### src/rtl/mul_div_unit.sv
// rtl/mul_div_unit.sv - iterative 32-bit signed multiply/divide unit with register-file write-back
module mul_div_unit #(
  parameter int XLEN  = 32,
  parameter int CNT_W = 6
) (
  input  logic            clk,
  input  logic            rst,
  input  logic            start,
  input  logic [1:0]      op,
  input  logic [XLEN-1:0] src_a,
  input  logic [XLEN-1:0] src_b,
  input  logic [4:0]      dest_reg,
  input  logic            flush,
  output logic            busy,
  output logic            done,
  output logic            wr_en,
  output logic [4:0]      wr_reg,
  output logic [XLEN-1:0] wr_data
);

  localparam logic [1:0] OP_MUL  = 2'b00;
  localparam logic [1:0] OP_MULH = 2'b01;
  localparam logic [1:0] OP_DIV  = 2'b10;
  localparam logic [1:0] OP_REM  = 2'b11;

  typedef enum logic [1:0] {
    S_IDLE,
    S_CALC,
    S_FIX,
    S_DONE
  } state_t;

  state_t            state_q, state_d;
  logic [CNT_W-1:0]  cnt_q, cnt_d;
  logic [1:0]        op_q, op_d;
  logic [4:0]        dest_q, dest_d;
  logic              neg_q, neg_d;
  logic [XLEN-1:0]   acc_q, acc_d;
  logic [XLEN-1:0]   lo_q, lo_d;
  logic [XLEN-1:0]   b_q, b_d;
  logic [XLEN-1:0]   res_q, res_d;
  logic              busy_q, busy_d;
  logic              done_q, done_d;
  logic              wr_en_q, wr_en_d;
  logic [4:0]        wr_reg_q, wr_reg_d;
  logic [XLEN-1:0]   wr_data_q, wr_data_d;

  logic              a_neg, b_neg, accept, b_zero, div_ovf;
  logic [XLEN-1:0]   a_mag, b_mag;
  logic [XLEN:0]     mul_sum;
  logic [XLEN:0]     div_shift;
  logic [XLEN-1:0]   div_sub;
  logic              div_ok;
  logic [2*XLEN-1:0] prod, prod_s;
  logic [XLEN-1:0]   quo_s, rem_s;

  assign a_neg   = src_a[XLEN-1];
  assign b_neg   = src_b[XLEN-1];
  assign a_mag   = a_neg ? -src_a : src_a;
  assign b_mag   = b_neg ? -src_b : src_b;
  assign b_zero  = (src_b == '0);
  assign div_ovf = (src_a == {1'b1, {(XLEN-1){1'b0}}}) && (src_b == '1);
  // busy_q also covers the completion cycle, so a start there is dropped
  assign accept  = start && !busy_q && !flush;

  // Multiply: {acc, lo} is the 64-bit product shifting right, lo starts as |a|
  assign mul_sum   = {1'b0, acc_q} + (lo_q[0] ? {1'b0, b_q} : {(XLEN+1){1'b0}});
  // Divide: acc is the partial remainder, lo shifts the dividend out and quotient in
  assign div_shift = {acc_q, lo_q[XLEN-1]};
  assign div_ok    = (div_shift >= {1'b0, b_q});
  assign div_sub   = div_shift[XLEN-1:0] - b_q;

  assign prod   = {acc_q, lo_q};
  assign prod_s = neg_q ? -prod : prod;
  assign quo_s  = neg_q ? -lo_q : lo_q;
  assign rem_s  = neg_q ? -acc_q : acc_q;

  always_comb begin
    state_d   = state_q;
    cnt_d     = cnt_q;
    op_d      = op_q;
    dest_d    = dest_q;
    neg_d     = neg_q;
    acc_d     = acc_q;
    lo_d      = lo_q;
    b_d       = b_q;
    res_d     = res_q;
    busy_d    = busy_q;
    done_d    = 1'b0;
    wr_en_d   = 1'b0;
    wr_reg_d  = wr_reg_q;
    wr_data_d = wr_data_q;

    if (done_q) begin
      busy_d = 1'b0;
    end

    case (state_q)
      S_IDLE: begin
        if (accept) begin
          op_d   = op;
          dest_d = dest_reg;
          cnt_d  = '0;
          busy_d = 1'b1;
          b_d    = b_mag;
          neg_d  = (op == OP_REM) ? a_neg : (a_neg ^ b_neg);
          acc_d  = '0;
          lo_d   = a_mag;
          if (op[1] && b_zero) begin
            res_d   = (op == OP_REM) ? src_a : '1;
            state_d = S_DONE;
          end else if (op[1] && div_ovf) begin
            res_d   = (op == OP_REM) ? '0 : src_a;
            state_d = S_DONE;
          end else begin
            state_d = S_CALC;
          end
        end
      end

      S_CALC: begin
        if (flush) begin
          state_d = S_IDLE;
          busy_d  = 1'b0;
        end else begin
          if (op_q[1]) begin
            acc_d = div_ok ? div_sub : div_shift[XLEN-1:0];
            lo_d  = {lo_q[XLEN-2:0], div_ok};
          end else begin
            acc_d = mul_sum[XLEN:1];
            lo_d  = {mul_sum[0], lo_q[XLEN-1:1]};
          end
          if (cnt_q == CNT_W'(XLEN-1)) begin
            state_d = S_FIX;
          end else begin
            cnt_d = cnt_q + CNT_W'(1);
          end
        end
      end

      S_FIX: begin
        if (flush) begin
          state_d = S_IDLE;
          busy_d  = 1'b0;
        end else begin
          case (op_q)
            OP_MUL:  res_d = prod_s[XLEN-1:0];
            OP_MULH: res_d = prod_s[2*XLEN-1:XLEN];
            OP_DIV:  res_d = quo_s;
            default: res_d = rem_s;
          endcase
          state_d = S_DONE;
        end
      end

      default: begin
        done_d    = 1'b1;
        wr_en_d   = (dest_q != 5'd0);
        wr_reg_d  = dest_q;
        wr_data_d = res_q;
        state_d   = S_IDLE;
      end
    endcase
  end

  always_ff @(posedge clk or negedge rst) begin
    if (!rst) begin
      state_q   <= S_IDLE;
      cnt_q     <= '0;
      op_q      <= '0;
      dest_q    <= '0;
      neg_q     <= 1'b0;
      acc_q     <= '0;
      lo_q      <= '0;
      b_q       <= '0;
      res_q     <= '0;
      busy_q    <= 1'b0;
      done_q    <= 1'b0;
      wr_en_q   <= 1'b0;
      wr_reg_q  <= '0;
      wr_data_q <= '0;
    end else begin
      state_q   <= state_d;
      cnt_q     <= cnt_d;
      op_q      <= op_d;
      dest_q    <= dest_d;
      neg_q     <= neg_d;
      acc_q     <= acc_d;
      lo_q      <= lo_d;
      b_q       <= b_d;
      res_q     <= res_d;
      busy_q    <= busy_d;
      done_q    <= done_d;
      wr_en_q   <= wr_en_d;
      wr_reg_q  <= wr_reg_d;
      wr_data_q <= wr_data_d;
    end
  end

  assign busy    = busy_q;
  assign done    = done_q;
  assign wr_en   = wr_en_q;
  assign wr_reg  = wr_reg_q;
  assign wr_data = wr_data_q;

endmodule

### config.mk
export PLATFORM = sky130hd
export DESIGN_NAME = mul_div_unit
export DESIGN_NICKNAME = d
export VERILOG_FILES = /design/src/rtl/mul_div_unit.sv
export SDC_FILE = /design/constraint.sdc
export NUM_CORES = 1
export LEC_CHECK = 0
export CAP_MARGIN = 25
export CORE_ASPECT_RATIO = 1.1
export CORE_MARGIN = 2
export CORE_UTILIZATION = 62
export CTS_CLUSTER_DIAMETER = 50
export DETAILED_ROUTE_END_ITERATION = 8
export PLACE_DENSITY = 0.8
export SLEW_MARGIN = 10
export SYNTH_ARGS = -nofsm -noshare
export SYNTH_HDL_FRONTEND = slang
export SYNTH_SLANG_ARGS = --single-unit
export TNS_END_PERCENT = 20
### constraint.sdc
create_clock -name clk -period 6.8 [get_ports clk]
set_input_delay 1.36 -clock clk [delete_from_list [all_inputs] [get_ports clk]]
set_output_delay 1.36 -clock clk [all_outputs]
set_load 0.05 [all_outputs]
==> flow_summary.json <==
{
  "worst_pin_slew_ns": 1.04,
  "worstReg2RegEnd": "acc_q[26]",
  "max-slew-margin-rel_pct": 30.8,
  "grt_overflow": 0,
  "diodes": 0,
  "vias": 15744,
  "ir_worst_vdd_v": 0.000308,
  "die-area_um2": 27000,
  "insertion_delay_ns": 0.46,
  "multi_input_area_um2": 10600,
  "fp-row-count": 61,
  "path_cells": "clkdlybuf4s50_1 -> nor4_1 -> nand2_1 -> or3_4 -> or4_4 -> o21a_1 -> o22ai_2 -> o2111ai_1 -> a21oi_1 -> nor3_1",
  "slew_violations": 0,
  "path_class": "input port to flop",
  "clock-sinks": 184,
  "grt_util_all_layers_pct": 38.5,
  "synth_most_common_cell": "nand2_1",
  "synth_top_flop_cell": "dfrtp_1",
  "routed_via_density": 6.62,
  "ys_top_cells_by_area": "dfrtp_1, o21ai_0, nand2_1",
  "min_to": "b_q[26]",
  "rsz0062_at_grt": "no",
  "globalplace.congestion": 0.971,
  "syn-num-nets": 2147,
  "min-delay-start": "b_q[26]",
  "cts_tree": "done",
  "clk_pin_slew_ns": 0.08,
  "grt_max_degree": 88,
  "min_path_cells": 2,
  "htree_num_levels": 4,
  "cts_buffers": 17,
  "start_util_pct": 63.2,
  "ys_seq_area_share_pct": 28.9,
  "synth.top_cell.area_share_pct": 28.9,
  "p_leak_nw": 7.66,
  "cts_buffer_depth": 2,
  "ctsResizeCount": 0,
  "setup.worst_path.start_class": "input port",
  "ys_top_cells_by_count": "nand2_1, o21ai_0, dfrtp_1",
  "grt_pass1_vias": 14504,
  "cp_data_required_time_ns": 7.13,
  "slowest_stage": "o22ai_2",
  "hpwl_mm": 38.7,
  "finalCriticalPeriod_ns": 4.73,
  "powerDensity_nw_per_um2": 511,
  "r2r_start": "lo_q[31]",
  "hold_class": "flop to flop",
  "synth_area_um2": 16000,
  "fin_crit_sh_pct": 69.6,
  "path_delay_family": "simple AND/OR/NAND/NOR gates",
  "area.growth.synth_to_final_pct": 11.7,
  "synthesis.instances": 1996,
  "firstDrtPassIters": 6,
  "synthArstFlopShare_pct": 100,
  "wl_per_cell_um": 22.1,
  "synth_cell_types": 81,
  "setup_violations": 0,
  "crit_buf_inv": 1,
  "wl_mm": 52.5,
  "die_x_um": 157,
  "drt_iter0_drc": 1633,
  "arrival_ns": 5.06,
  "io_buffer_count": 114,
  "slowest_delay_ns": 0.80,
  "drive_gt1_share_pct": 7.04,
  "skew_ns": 0.0148,
  "reg2reg_depth": 13,
  "ant_nets": 0,
  "fillers": 2058,
  "tns_ns": 0,
  "synth.avg_cell_area_um2": 7.99,
  "grt_first_pass_wirelength_mm": 80.2,
  "ys_ff_latch": 184,
  "synth-edff-count": 0,
  "yosys.area.top_type": "dfrtp_1",
  "post_cts_buffers": 0,
  "worstSetupEndpointType": "flop",
  "cts_hold_buffers": 0,
  "hold_viol_final": 0,
  "die_h_um": 172,
  "r2r_slack_ns": 2.68,
  "antenna_found_initial": 0,
  "seq_area_um2": 4610,
  "whs_ns": 0.483,
  "nNetsFinal": 2169,
  "coreArea_um2": 25300,
  "clock.fmax_ghz": 0.211,
  "maxCapViolCount": 0,
  "drc": 0,
  "cp_max_fo": 23,
  "run_status": "completed",
  "io_pins": 115,
  "ys_warn_count": 0,
  "cts_root_buf": "clkbuf_16"
}
cell type report:
type,count,share of cell area [%]
Multi-Input combinational cell,1610,59.3
Tap cell,346,2.43
Clock buffer,17,2.39
Clock inverter,15,1.16
Timing Repair Buffer,135,7.39
Inverter,70,1.47
Sequential cell,184,25.8
report_power, final:
part / switching, mW / internal [mW] / total [mW] / leakage [nW]
clock network: 0.517 / 0.566 / 1.08 / 0.302
logic: 3.54 / 2.21 / 5.75 / 5.04
registers: 0.706 / 1.57 / 2.27 / 2.32
total: 4.76 / 4.34 / 9.10 / 7.66
through the flow:
stage | utilization (%) | std cells | total power, mW | area (um^2) | setup WS [ns]
after detailed placement | 67.9 | 2341 | 7.86 | 17100 | 1.75
after CTS | 70.4 | 2373 | 8.97 | 17800 | 2.15
after global routing | 70.5 | 2377 | 9.68 | 17800 | 1.83
final | 70.5 | 2377 | 9.10 | 17800 | 2.07
after floorplan | - | 1996 | 6.26 | 16000 | 3.00
after global placement | 67.9 | 2341 | 7.75 | 17100 | 1.84
worst reg2reg max path: stages (launching register included):
cell       delay, ns
dfrtp_1         0.50
inv_1           0.23
ha_1            0.22
inv_1           0.07
fa_1            0.40
a21o_1          0.20
a221oi_2        0.40
nand4bb_1       0.22
a31oi_1         0.36
o21ai_1         0.22
a311o_1         0.49
a31oi_1         0.24
xor2_1          0.27
o221ai_1        0.16
cell usage in the layout (no fill, tap or decap), types with 16 or more instances in the layout:
master           netlist  layout
a21o_1                46      46
a21oi_1              123     123
a31oi_1               16      16
buf_4                  2      17
clkbuf_16              0      17
clkdlybuf4s50_1        0     113
dfrtp_1              184     182
ha_1                  74      72
inv_1                 70      70
mux2_2                42      42
mux2i_1               67      67
nand2_1              253     252
nand3_1               31      31
nand4_1               32      32
nor2_1               152     150
nor3_1                41      40
nor4_1                19      19
o211ai_1              17      17
o21ai_0              207     207
o21ai_1               22      22
o31ai_1               26      26
or3_1                 21      21
or4_1                 16      16
xnor2_1               90      90
xor2_1                74      74
metal layers:
metal	GRT usage [%]	share of wire [%]	up-vias
met5	0	0	-
met4	25.7	7.4	0
met3	4.89	6.8	168
met2	62.3	46	793
met1	48.4	40	7524
li1	-	-	7259
logic make-up (layout without fill, tap and decap cells):
family	Yosys count	in the layout	synth area share, %
simple gates	641	641	19.1
compound gates	610	610	24.2
buf+inv	202	237	5.04
xor+xnor	164	164	9.00
flops	184	184	28.9
mux	109	109	7.17
fa+ha+maj	86	86	6.68
worst max path at each step:
stage	startpoint	end	slack (ns)	cells after the start
2_1_floorplan	src_a[8]	res_q[29]	3.00	9
3_3_place_gp	src_b[17]	res_q[29]	1.84	10
3_5_place_dp	src_a[5]	res_q[29]	1.75	10
4_1_cts	src_a[5]	res_q[29]	2.15	10
5_1_grt	src_b[17]	res_q[29]	1.83	10
6_report	src_a[5]	res_q[29]	2.07	10
No activity file was read; power rests on OpenSTA's default activity.
